`src/rtl/mc6845_char_serializer.sv`:
```
// ============================================================================
// Module   : mc6845_char_serializer
// Purpose  : Fetches character code and font row for each MC6845 character,
//            then shifts the row out one dot per clock with syncs/DE aligned.
//            Optional cursor blink: define CURSOR_BLINK_EN.
// Revision : 1.0 - initial release
// ============================================================================
`default_nettype none

module mc6845_char_serializer #(
    parameter int CHAR_WIDTH   = 8,
    parameter int MA_W         = 14,
    parameter int BLINK_FIELDS = 16
) (
    input  logic            CLK,
    input  logic            RST,
    input  logic            CHAR_EN,
    input  logic [MA_W-1:0] MA,
    input  logic [4:0]      RA,
    input  logic            DE,
    input  logic            CURSOR,
    input  logic            HSYNC_IN,
    input  logic            VSYNC_IN,
    output logic [MA_W-1:0] VRAM_ADDR,
    output logic            VRAM_RD,
    input  logic [7:0]      VRAM_DATA,
    output logic [11:0]     FONT_ADDR,
    output logic            FONT_RD,
    input  logic [7:0]      FONT_DATA,
    output logic            PIXEL,
    output logic            PIX_DE,
    output logic            HSYNC_OUT,
    output logic            VSYNC_OUT,
    output logic            LATE
);

    localparam logic [2:0] c_IDLE      = 3'd0;
    localparam logic [2:0] c_VRAM_REQ  = 3'd1;
    localparam logic [2:0] c_FONT_REQ  = 3'd2;
    localparam logic [2:0] c_FONT_WAIT = 3'd3;
    localparam logic [2:0] c_READY     = 3'd4;

    logic [2:0] r_state;
    logic [2:0] w_state_nxt;
    logic [4:0] r_ra_l;
    logic       r_de_l;
    logic       r_cursor_l;
    logic       r_hsync_l;
    logic       r_vsync_l;
    logic [7:0] r_pend;
    logic [7:0] r_shift;
    logic       w_load_ok;
    logic       w_late;
    logic       w_font_req;
    logic       w_row_take;
    logic       w_blink_phase;
    logic       w_cursor_on;
    logic [7:0] w_row;
    logic       w_unused_cfg;

    // State register
    always_ff @(posedge CLK) begin
        if (RST) r_state <= c_IDLE;
        else     r_state <= w_state_nxt;
    end

    // Next-state: a character strobe always restarts the fetch.
    // FONT_WAIT spans two edges; FONT_RD high marks the first of them.
    always_comb begin
        w_state_nxt = r_state;
        if (CHAR_EN) begin
            w_state_nxt = c_VRAM_REQ;
        end else begin
            case (r_state)
                c_VRAM_REQ:  w_state_nxt = c_FONT_REQ;
                c_FONT_REQ:  w_state_nxt = c_FONT_WAIT;
                c_FONT_WAIT: w_state_nxt = FONT_RD ? c_FONT_WAIT : c_READY;
                default:     w_state_nxt = r_state;
            endcase
        end
    end

    // Output decode
    always_comb begin
        w_load_ok  = CHAR_EN && (r_state == c_READY);
        w_late     = CHAR_EN && (r_state != c_READY) && (r_state != c_IDLE);
        w_font_req = !CHAR_EN && (r_state == c_FONT_REQ);
        w_row_take = !CHAR_EN && (r_state == c_FONT_WAIT) && !FONT_RD;
    end

`ifdef CURSOR_BLINK_EN
    localparam int c_BLINK_W = (BLINK_FIELDS > 1) ? $clog2(BLINK_FIELDS) : 1;

    logic [c_BLINK_W-1:0] r_blink_cnt;
    logic                 r_blink_phase;

    // VSYNC rising edge is judged against the previous character's latch
    always_ff @(posedge CLK) begin
        if (RST) begin
            r_blink_cnt   <= '0;
            r_blink_phase <= 1'b0;
        end else if (CHAR_EN && VSYNC_IN && !r_vsync_l) begin
            if (r_blink_cnt == c_BLINK_W'(BLINK_FIELDS - 1)) begin
                r_blink_cnt   <= '0;
                r_blink_phase <= ~r_blink_phase;
            end else begin
                r_blink_cnt <= r_blink_cnt + 1'b1;
            end
        end
    end

    assign w_blink_phase = r_blink_phase;
    assign w_unused_cfg  = (CHAR_WIDTH > 0);
`else
    assign w_blink_phase = 1'b1;
    assign w_unused_cfg  = (CHAR_WIDTH > 0) && (BLINK_FIELDS > 0);
`endif

    assign w_cursor_on = r_cursor_l & r_de_l & w_blink_phase;
    assign w_row       = (r_ra_l[4] ? 8'h00 : FONT_DATA) ^ {8{w_cursor_on}};

    // Fetch path
    always_ff @(posedge CLK) begin
        if (RST) begin
            r_ra_l     <= '0;
            r_de_l     <= 1'b0;
            r_cursor_l <= 1'b0;
            r_hsync_l  <= 1'b0;
            r_vsync_l  <= 1'b0;
            VRAM_ADDR  <= '0;
            VRAM_RD    <= 1'b0;
            FONT_ADDR  <= '0;
            FONT_RD    <= 1'b0;
            r_pend     <= '0;
        end else begin
            VRAM_RD <= CHAR_EN;
            FONT_RD <= w_font_req;
            if (CHAR_EN) begin
                r_ra_l     <= RA;
                r_de_l     <= DE;
                r_cursor_l <= CURSOR;
                r_hsync_l  <= HSYNC_IN;
                r_vsync_l  <= VSYNC_IN;
                VRAM_ADDR  <= MA;
            end
            if (w_font_req) FONT_ADDR <= {VRAM_DATA, r_ra_l[3:0]};
            if (w_row_take) r_pend    <= w_row;
        end
    end

    // Pixel path: loads use the previous character's latches, read before
    // the fetch path overwrites them on this same edge.
    always_ff @(posedge CLK) begin
        if (RST) begin
            r_shift   <= '0;
            PIX_DE    <= 1'b0;
            HSYNC_OUT <= 1'b0;
            VSYNC_OUT <= 1'b0;
            LATE      <= 1'b0;
        end else begin
            if (CHAR_EN) begin
                r_shift   <= (w_load_ok && r_de_l) ? r_pend : 8'h00;
                PIX_DE    <= w_load_ok && r_de_l;
                HSYNC_OUT <= r_hsync_l;
                VSYNC_OUT <= r_vsync_l;
            end else begin
                r_shift <= {r_shift[6:0], 1'b0};
            end
            if (w_late) LATE <= 1'b1;
        end
    end

    assign PIXEL = r_shift[7];

endmodule

`default_nettype wire

```
`config.mk`:
```
export PLATFORM = sky130hd
export DESIGN_NAME = mc6845_char_serializer
export DESIGN_NICKNAME = d
export VERILOG_FILES = /design/src/rtl/mc6845_char_serializer.sv
export SDC_FILE = /design/constraint.sdc
export NUM_CORES = 1
export LEC_CHECK = 0
export ABC_AREA = 1
export BUFFER_PORTS_ARGS = -buffer_cell sky130_fd_sc_hd__buf_2
export CORE_MARGIN = 4
export CORE_UTILIZATION = 50
export CTS_CLUSTER_DIAMETER = 50
export DETAILED_ROUTE_END_ITERATION = 12
export PLACE_DENSITY = 0.79
export SKIP_CTS_REPAIR_TIMING = 1
export SYNTH_ARGS = -nofsm -noshare
export SYNTH_HDL_FRONTEND = slang
export SYNTH_SLANG_ARGS = --single-unit
```
`constraint.sdc`:
```
create_clock -name CLK -period 1.6 [get_ports CLK]
set_clock_uncertainty 0.1 [all_clocks]
set_input_delay 0.32 -clock CLK [delete_from_list [all_inputs] [get_ports CLK]]
set_output_delay 0.32 -clock CLK [all_outputs]
set_load 0.05 [all_outputs]
```
==> impl_metrics.csv, run 1 <==
group,metric,value,unit
synthesis,ys_warn_count,0,
final_layout,final_cells,442,
drt,first_pass_iters,4,
clocking,clock_latency,0.34,ns
drt,vias,2051,
critical_path,critPathArrivalTime,0.96,ns
critical_path,slowest_stage,"dfxtp_1",
synthesis,synth_nets,346,
floorplan,start_util,0.524,
floorplan,die_y,76.3,µm
floorplan,fp.dieArea,5820,µm²
grt,antenna_found_initial,0,
critical_path,crit_buf_inv,1,
grt,grt_pass1_vias,1932,
critical_path,crit_family,"flip-flops",
final_layout,drive_above_1_share,0.272,
final_layout,fillers,395,
hold_path,min_from,"RA[1]",
drt,ant_nets,0,
clocking,cts_tree,"done",
sta,fmaxAchievable,0.725,GHz
sta,finalCriticalPeriod,1.38,ns
place,portBuffers,74,
synthesis,synth_area_leader_cell,"dfxtp_1",
critical_path,cp-end-kind,"primary output",
floorplan,rows,24,
critical_path,startpoint_type,"flip-flop",
clocking,clk_pin_slew,0.06,ns
critical_path,worst_path_largest_cell_delay,0.35,ns
drt,first_iter_violations,124,
sta,rsz0062_at_grt,"false",
critical_path,reg2reg_to,"r_pend[1]",
drt,routed_via_density,4.64,
floorplan,die_w,76.3,µm
drt,wire_per_inst,10.8,µm
place,hpwl,3450,µm
drt,drt-total-wl,4790,µm
synthesis,synthCells,304,
place,placedCellCount,426,
synthesis,synth_cell_types,22,
grt,grt_max_degree,28,
critical_path,path_cells,"buf_2",
synthesis,synth_seq_cells,60,
sta,setup_tns,0,ns
final_layout,seqCellArea,1200,µm²
critical_path,r2r_cells,7,
pwr,leakagePower,1.52,nW
sta,finalSetupViolations,0,
sta,hold_violations,0,
grt,overflow,0,
clocking,cts_max_level,3,
critical_path,critPathRequiredTime,1.18,ns
sta,worst_slack,0.221,ns
sta,finalCritPeriodShare,0.862,
run_status,outcome,"completed",
sta,finalMaxSlewViolations,0,
clocking,cts_root_buffer,"clkbuf_8",
synthesis,avgSynthCellArea,7.66,µm²
critical_path,r2r-start,"r_de_l",
sta,worst_pin_slew,0.414,ns
place,post-place-ws,0.268,ns
grt,grt_pass1_wl,8230,µm
clocking,clock-sinks,60,
final_layout,most-common-layout-cells,"101 x nand2_1, 74 x buf_2, 60 x dfxtp_1",
run,drv_cap,0,
grt,grtUsageTotal,0.175,
critical_path,path_max_fanout,3,
hold_path,hold_depth,3,
critical_path,reg2reg_slack,0.26,ns
synthesis,syn_area,2330,µm²
pwr,vdd_drop_max,0.513,mV
hold_path,hold-path-endpoint,"r_ra_l[1]",
final_layout,final_nets,427,
final_layout,layout_commonest_cell,"nand2_1",
sta,slew_headroom,0.724,
final_layout,diodes,0,
synthesis,yosysTopAreaCellShare,0.516,
synthesis,synth_area_leaders,"dfxtp_1 52%, nand2_1 16%, nor2_1 7.4%, a22o_1 6.0%, inv_1 6.0%",
pwr,powerDensity,1100,nW/µm²
critical_path,critPathKind,"flip-flop to primary output",
clocking,cts.path.max_buffers,2,
clocking,cts_made_buffers,9,
drt,drc,0,
synthesis,ys_seq_area_frac,0.516,
final_layout,area_delta_synth_final,27.0,%
floorplan,core-area,4440,µm²
hold_path,hp-class,"input pin to flip-flop",
place,place_congestion,0.752,
floorplan,ios,75,
final_layout,multiInputGateArea,911,µm²
per-stage QoR:
step / power [mW] / instance area (µm²) / hold WS (ns) / utilization
2_1_floorplan: 1.87 / 2330 / 0.306 / -
5_1_grt: 3.41 / 2960 / 0.0786 / 0.666
6_report: 3.25 / 2960 / 0.0820 / 0.666
4_1_cts: 3.28 / 2960 / 0.0781 / 0.666
3_3_place_gp: 1.99 / 2770 / 0.313 / 0.622
3_5_place_dp: 1.99 / 2770 / 0.318 / 0.622
synth_stat cells:
| cell type | n |
|---|---|
| nand2_1 | 101 |
| dfxtp_1 | 60 |
| nor2_1 | 46 |
| inv_1 | 37 |
| o21ai_0 | 19 |
| a22o_1 | 16 |
| buf_2 | 4 |
| a21oi_1 | 2 |
| buf_4 | 2 |
| buf_6 | 2 |
| inv_2 | 2 |
| nor2_4 | 2 |
| nor3_1 | 2 |
| clkbuf_1 | 1 |
| clkinv_1 | 1 |
| inv_4 | 1 |
| nand2_2 | 1 |
| nand3_2 | 1 |
| nand3_4 | 1 |
| nand4_4 | 1 |
| nor2_2 | 1 |
| nor2_8 | 1 |
kinds of logic (layout without fill, tap and decap cells):
group | count (synthesis) | after routing | share of synthesized area
buffers and inverters | 50 | 136 | 0.0934
DFF | 60 | 60 | 0.516
and+or+nand+nor | 157 | 157 | 0.286
AOI/OAI and AO/OA | 37 | 37 | 0.105
state kept, by name, summed over array words and instances (netlist names):
register	flops
r_state	3
r_ra_l	5
r_de_l	1
r_cursor_l	1
VSYNC_OUT	1
FONT_RD	1
HSYNC_OUT	1
FONT_ADDR	12
PIX_DE	1
r_shift	8
r_hsync_l	1
r_pend	8
LATE	1
VRAM_ADDR	14
VRAM_RD	1
r_vsync_l	1
worst max-delay path by stage:
stage             from           end  cells after the start
2_1_floorplan  FONT_RD    r_state[2]                      5
3_3_place_gp       RST  VRAM_ADDR[9]                      4
3_5_place_dp   CHAR_EN     r_pend[1]                      7
4_1_cts        FONT_RD       FONT_RD                      1
5_1_grt         r_de_l     r_pend[5]                      7
6_report       FONT_RD       FONT_RD                      1
cell type report:
| type | count | area share |
|---|---|---|
| clock inverters | 7 | 0.0228 |
| well taps | 52 | 0.0220 |
| inverters | 41 | 0.0529 |
| multi-input cells | 194 | 0.308 |
| clock buffers | 9 | 0.0419 |
| flip-flops and latches | 60 | 0.406 |
| repair buffers | 79 | 0.146 |
layer usage:
layer	vias up	GRT usage	wire length, µm
met4	0	0.0707	75
li1	1094	-	-
met5	-	0	0
met2	66	0.263	1960
met1	880	0.225	2370
met3	11	0.0674	385
report_power, final:
part / internal (mW) / leakage (nW) / switching [mW]
clock network: 0.708 / 0.0910 / 0.579
logic: 0.128 / 0.941 / 0.259
registers: 1.55 / 0.489 / 0.0267
total: 2.38 / 1.52 / 0.864
No activity file was read; power rests on OpenSTA's default activity.
==> run 2: changes to the inputs <==
--- a/config.mk
+++ b/config.mk
@@ -11,6 +11,7 @@
 export CORE_UTILIZATION = 50
 export CTS_CLUSTER_DIAMETER = 50
 export DETAILED_ROUTE_END_ITERATION = 12
+export MAX_ROUTING_LAYER = met4
 export PLACE_DENSITY = 0.79
 export SKIP_CTS_REPAIR_TIMING = 1
 export SYNTH_ARGS = -nofsm -noshare
==> run 2 against run 1 <==
Sequential power barely moved. Global-route usage is 0.42 points higher. Setup slack better by 0.0063 ns. Highest routed layer unchanged.
==> impl_metrics.csv, run 2 (synthesis results as in run 1) <==
group,metric,value,unit
run_status,outcome,"completed",
drt,first_pass_iters,4,
grt,grt_pass1_wl,8240,µm
final_layout,area_delta_synth_final,27.0,%
grt,grt_max_degree,28,
grt,grtUsageTotal,0.179,
drt,vias,2059,
pwr,leakagePower,1.52,nW
clocking,clk_pin_slew,0.06,ns
floorplan,rows,24,
pwr,powerDensity,1090,nW/µm²
hold_path,hold_depth,3,
hold_path,min_from,"RA[1]",
floorplan,die_y,76.3,µm
critical_path,path_max_fanout,3,
grt,antenna_found_initial,0,
critical_path,critPathRequiredTime,1.18,ns
clocking,cts_max_level,3,
critical_path,reg2reg_slack,0.26,ns
sta,slew_headroom,0.724,
pwr,vdd_drop_max,0.513,mV
drt,routed_via_density,4.66,
final_layout,top_regs,"VRAM_ADDR (14), FONT_ADDR (12)",
critical_path,worst_path_largest_cell_delay,0.35,ns
sta,finalSetupViolations,0,
run,drv_cap,0,
critical_path,reg2reg_to,"r_pend[1]",
floorplan,ios,75,
sta,rsz0062_at_grt,"false",
hold_path,hold-path-endpoint,"r_ra_l[1]",
floorplan,die_w,76.3,µm
clocking,cts.path.max_buffers,2,
place,place_area,2770,µm²
final_layout,top_register,"VRAM_ADDR",
sta,setup_tns,0,ns
final_layout,drive_above_1_share,0.272,
drt,drt-total-wl,4760,µm
sta,hold_violations,0,
clocking,cts_root_buffer,"clkbuf_8",
final_layout,largest_reg_flops,14,
floorplan,core-area,4440,µm²
final_layout,layout_commonest_cell,"nand2_1",
sta,hold_ws,0.0883,ns
drt,wire_per_inst,10.8,µm
hold_path,hp-class,"input pin to flip-flop",
floorplan,fp.dieArea,5820,µm²
critical_path,slowest_stage,"dfxtp_1",
critical_path,cp-end-kind,"primary output",
clocking,clock_latency,0.33,ns
clocking,cts_tree,"done",
floorplan,start_util,0.524,
sta,finalMaxSlewViolations,0,
drt,first_iter_violations,123,
critical_path,r2r_cells,7,
critical_path,crit_family,"flip-flops",
critical_path,critPathKind,"flip-flop to primary output",
sta,worst_pin_slew,0.414,ns
pwr,total_power,3.24,mW
grt,overflow,0,
clocking,clock-sinks,60,
critical_path,r2r-start,"r_de_l",
critical_path,path_cells,"buf_2",
final_layout,diodes,0,
final_layout,final_area,2960,µm²
drt,ant_nets,0,
sta,fmaxAchievable,0.728,GHz
drt,drc,0,
critical_path,startpoint_type,"flip-flop",
place,place_congestion,0.762,
final_layout,most-common-layout-cells,"101 x nand2_1, 74 x buf_2, 60 x dfxtp_1",
critical_path,critPathArrivalTime,0.95,ns
clocking,cts_made_buffers,9,
place,portBuffers,74,
critical_path,crit_buf_inv,1,
sta,finalCritPeriodShare,0.858,
place,hpwl,3450,µm
final_layout,final_nets,427,
sta,finalCriticalPeriod,1.37,ns
grt,grt_pass1_vias,1931,
-- run 2: cell counts in the layout (fill, tap and decap cells not counted) --
No cell type changed its count.
-- run 2: cell type report --
type,count,area (µm²)
clock buffer,9,124
clock inverter,7,67.6
fill,395,1490
inverter,41,156
multi-input combinational,194,911
sequential,60,1200
tap,52,65.1
timing repair buffer,79,433
-- run 2: stage by stage --
stage | setup WS, ns | utilization | instances
3_5_place_dp | 0.268 | 0.622 | 426
4_1_cts | 0.193 | 0.666 | 442
3_3_place_gp | 0.283 | 0.622 | 426
6_report | 0.227 | 0.666 | 442
5_1_grt | 0.0973 | 0.666 | 442
2_1_floorplan | 0.334 | - | 304
-- run 2: worst max path at each step --
stage,from,end,slack [ns],cells after the start
6_report,FONT_RD,FONT_RD,0.23,1
4_1_cts,FONT_RD,FONT_RD,0.19,1
5_1_grt,r_de_l,r_pend[5],0.1,7
2_1_floorplan,FONT_RD,r_state[2],0.33,5
3_3_place_gp,RST,VRAM_ADDR[9],0.28,4
3_5_place_dp,CHAR_EN,r_pend[1],0.27,7
-- run 2: layer usage --
| metal | vias to the layer above | GRT usage | part of all wire |
|---|---|---|---|
| met3 | 10 | 0.0638 | 0.076 |
| met4 | 0 | 0.0707 | 0.016 |
| li1 | 1094 | - | - |
| met2 | 64 | 0.263 | 0.41 |
| met1 | 891 | 0.225 | 0.50 |
| met5 | - | - | 0 |
-- run 2: where the power goes --
group          switching, mW  internal (mW)
clock network          0.570          0.708
registers             0.0268           1.55
logic                  0.258          0.128
==> run 3: changes to the inputs <==
--- a/config.mk
+++ b/config.mk
@@ -7,12 +7,15 @@
 export LEC_CHECK = 0
 export ABC_AREA = 1
 export BUFFER_PORTS_ARGS = -buffer_cell sky130_fd_sc_hd__buf_2
+export CELL_PAD_IN_SITES_DETAIL_PLACEMENT = 1
+export CELL_PAD_IN_SITES_GLOBAL_PLACEMENT = 1
 export CORE_MARGIN = 4
-export CORE_UTILIZATION = 50
+export CORE_UTILIZATION = 35
 export CTS_CLUSTER_DIAMETER = 50
 export DETAILED_ROUTE_END_ITERATION = 12
 export MAX_ROUTING_LAYER = met4
-export PLACE_DENSITY = 0.79
+export PLACE_DENSITY = 0.78
+export RECOVER_POWER = 50
 export SKIP_CTS_REPAIR_TIMING = 1
 export SYNTH_ARGS = -nofsm -noshare
 export SYNTH_HDL_FRONTEND = slang
==> run 3 against run 2 <==
Sequential power about the same. Largest power group unchanged. Setup slack worse by 0.046 ns. Global-route usage is 1.4 points lower. Critical endpoint unchanged. Hold slack better by 0.0030 ns. Highest routed layer unchanged.
==> impl_metrics.csv, run 3 (synthesis results as in run 1) <==
group,metric,value,unit
pwr,leakagePower,1.54,nW
drt,wl_met1,2620,µm
critical_path,startpoint_type,"flip-flop",
clocking,cts_max_level,3,
drt,drt-total-wl,5860,µm
floorplan,ios,75,
critical_path,crit_buf_inv,1,
floorplan,fp.dieArea,8030,µm²
sta,finalCriticalPeriod,1.42,ns
run_status,outcome,"completed",
floorplan,rows,29,
pwr,vdd_drop_max,0.429,mV
drt,ant_nets,0,
drt,wl_met2,2760,µm
grt,grt_max_degree,28,
drt,drc,0,
drt,routed-wl-met3,420,µm
final_layout,most-common-layout-cells,"101 x nand2_1, 71 x buf_2, 60 x dfxtp_1",
sta,hold_ws,0.0913,ns
grt,antenna_found_initial,0,
floorplan,start_util,0.363,
clocking,cts_root_buffer,"clkbuf_8",
critical_path,r2r_cells,7,
place,portBuffers,74,
clocking,cts.path.max_buffers,2,
clocking,clock_latency,0.33,ns
pwr,powerDensity,1150,nW/µm²
sta,fmaxAchievable,0.705,GHz
place,place_congestion,0.813,
sta,hold_violations,0,
critical_path,crit_start,"FONT_RD",
clocking,cts_made_buffers,9,
final_layout,layout_commonest_cell,"nand2_1",
final_layout,area_delta_synth_final,28.6,%
final_layout,top_register,"VRAM_ADDR",
grt,overflow,0,
sta,rsz0062_at_grt,"false",
final_layout,final_cells,468,
critical_path,critPathRequiredTime,1.18,ns
place,post-place-ws,0.179,ns
drt,vias,2134,
floorplan,die_w,89.6,µm
clocking,cts_tree,"done",
critical_path,critPathKind,"flip-flop to primary output",
run,drv_cap,0,
critical_path,path_cells,"buf_2",
sta,setup_tns,0,ns
final_layout,top_regs,"VRAM_ADDR (14), FONT_ADDR (12)",
sta,worst_slack,0.181,ns
grt,grt_pass1_wl,9900,µm
final_layout,final_nets,428,
drt,first_pass_iters,4,
final_layout,drive_above_1_share,0.256,
critical_path,worst_path_largest_cell_delay,0.38,ns
critical_path,reg2reg_slack,0.20,ns
final_layout,fillers,850,
grt,grtUsageTotal,0.165,
place,place_area,2810,µm²
clocking,clock-sinks,60,
final_layout,largest_reg_flops,14,
critical_path,r2r-start,"r_state[2]",
sta,finalCritPeriodShare,0.887,
drt,first_iter_violations,34,
hold_path,hp-class,"input pin to flip-flop",
final_layout,diodes,0,
critical_path,critPathArrivalTime,1.00,ns
critical_path,reg2reg_to,"FONT_ADDR[2]",
grt,grt_pass1_vias,2179,
critical_path,slowest_stage,"dfxtp_1",
final_layout,final_area,3000,µm²
sta,slew_headroom,0.716,
sta,finalSetupViolations,0,
critical_path,cp-end-kind,"primary output",
critical_path,path_max_fanout,3,
floorplan,die_y,89.6,µm
critical_path,crit_end,"FONT_RD",
place,hpwl,4370,µm
drt,routed_via_density,4.56,
sta,worst_pin_slew,0.426,ns
sta,finalMaxSlewViolations,0,
place,placedCellCount,452,
critical_path,crit_family,"flip-flops",
drt,top_layer,"met4",
critical_path,crit_cells,1,
floorplan,core-area,6420,µm²
drt,wire_per_inst,12.5,µm
clocking,clk_pin_slew,0.07,ns
-- run 3: cell count changes in the layout (fill, tap and decap cells not counted), sizes merged --
cell,delta
clkbuf,+6
inv,-1
buf,-3
bufinv,+1
clkinv,+1
clkinvlp,-3
-- run 3: metal layers --
layer,vias to the layer above,GRT usage
li1,1092,-
met5,-,-
met2,58,0.269
met3,9,0.0511
met1,975,0.193
met4,0,0.0541
-- run 3: metrics by stage --
step | power [mW] | util
6_report | 3.44 | 0.467
5_1_grt | 3.61 | 0.467
4_1_cts | 3.50 | 0.470
3_5_place_dp | 2.01 | 0.437
3_3_place_gp | 2.00 | 0.437
2_1_floorplan | 1.87 | -
-- run 3: area by class of cell --
type / instances / area (µm²) / area share
Multi-Input combinational cell: 194 / 891 / 0.297
Tap cell: 77 / 96.3 / 0.0322
Sequential cell: 60 / 1200 / 0.401
Clock inverter: 5 / 75.1 / 0.0251
Timing Repair Buffer: 80 / 435 / 0.145
Inverter: 41 / 156 / 0.0522
Clock buffer: 11 / 141 / 0.0472
-- run 3: power by group --
group,leakage [nW],internal (mW),switching [mW]
clock,0.113,0.912,0.564
combinational,0.935,0.126,0.265
sequential,0.489,1.55,0.0271
-- run 3: worst min path at each step --
stage	slack, ns	startpoint	cells after the start	to
3_5_place_dp	0.32	r_shift[3]	2	r_shift[4]
6_report	0.09	MA[7]	2	VRAM_ADDR[7]
2_1_floorplan	0.31	r_shift[0]	2	r_shift[1]
5_1_grt	0.08	MA[7]	2	VRAM_ADDR[7]
4_1_cts	0.07	MA[7]	2	VRAM_ADDR[7]
3_3_place_gp	0.31	r_shift[1]	2	r_shift[2]
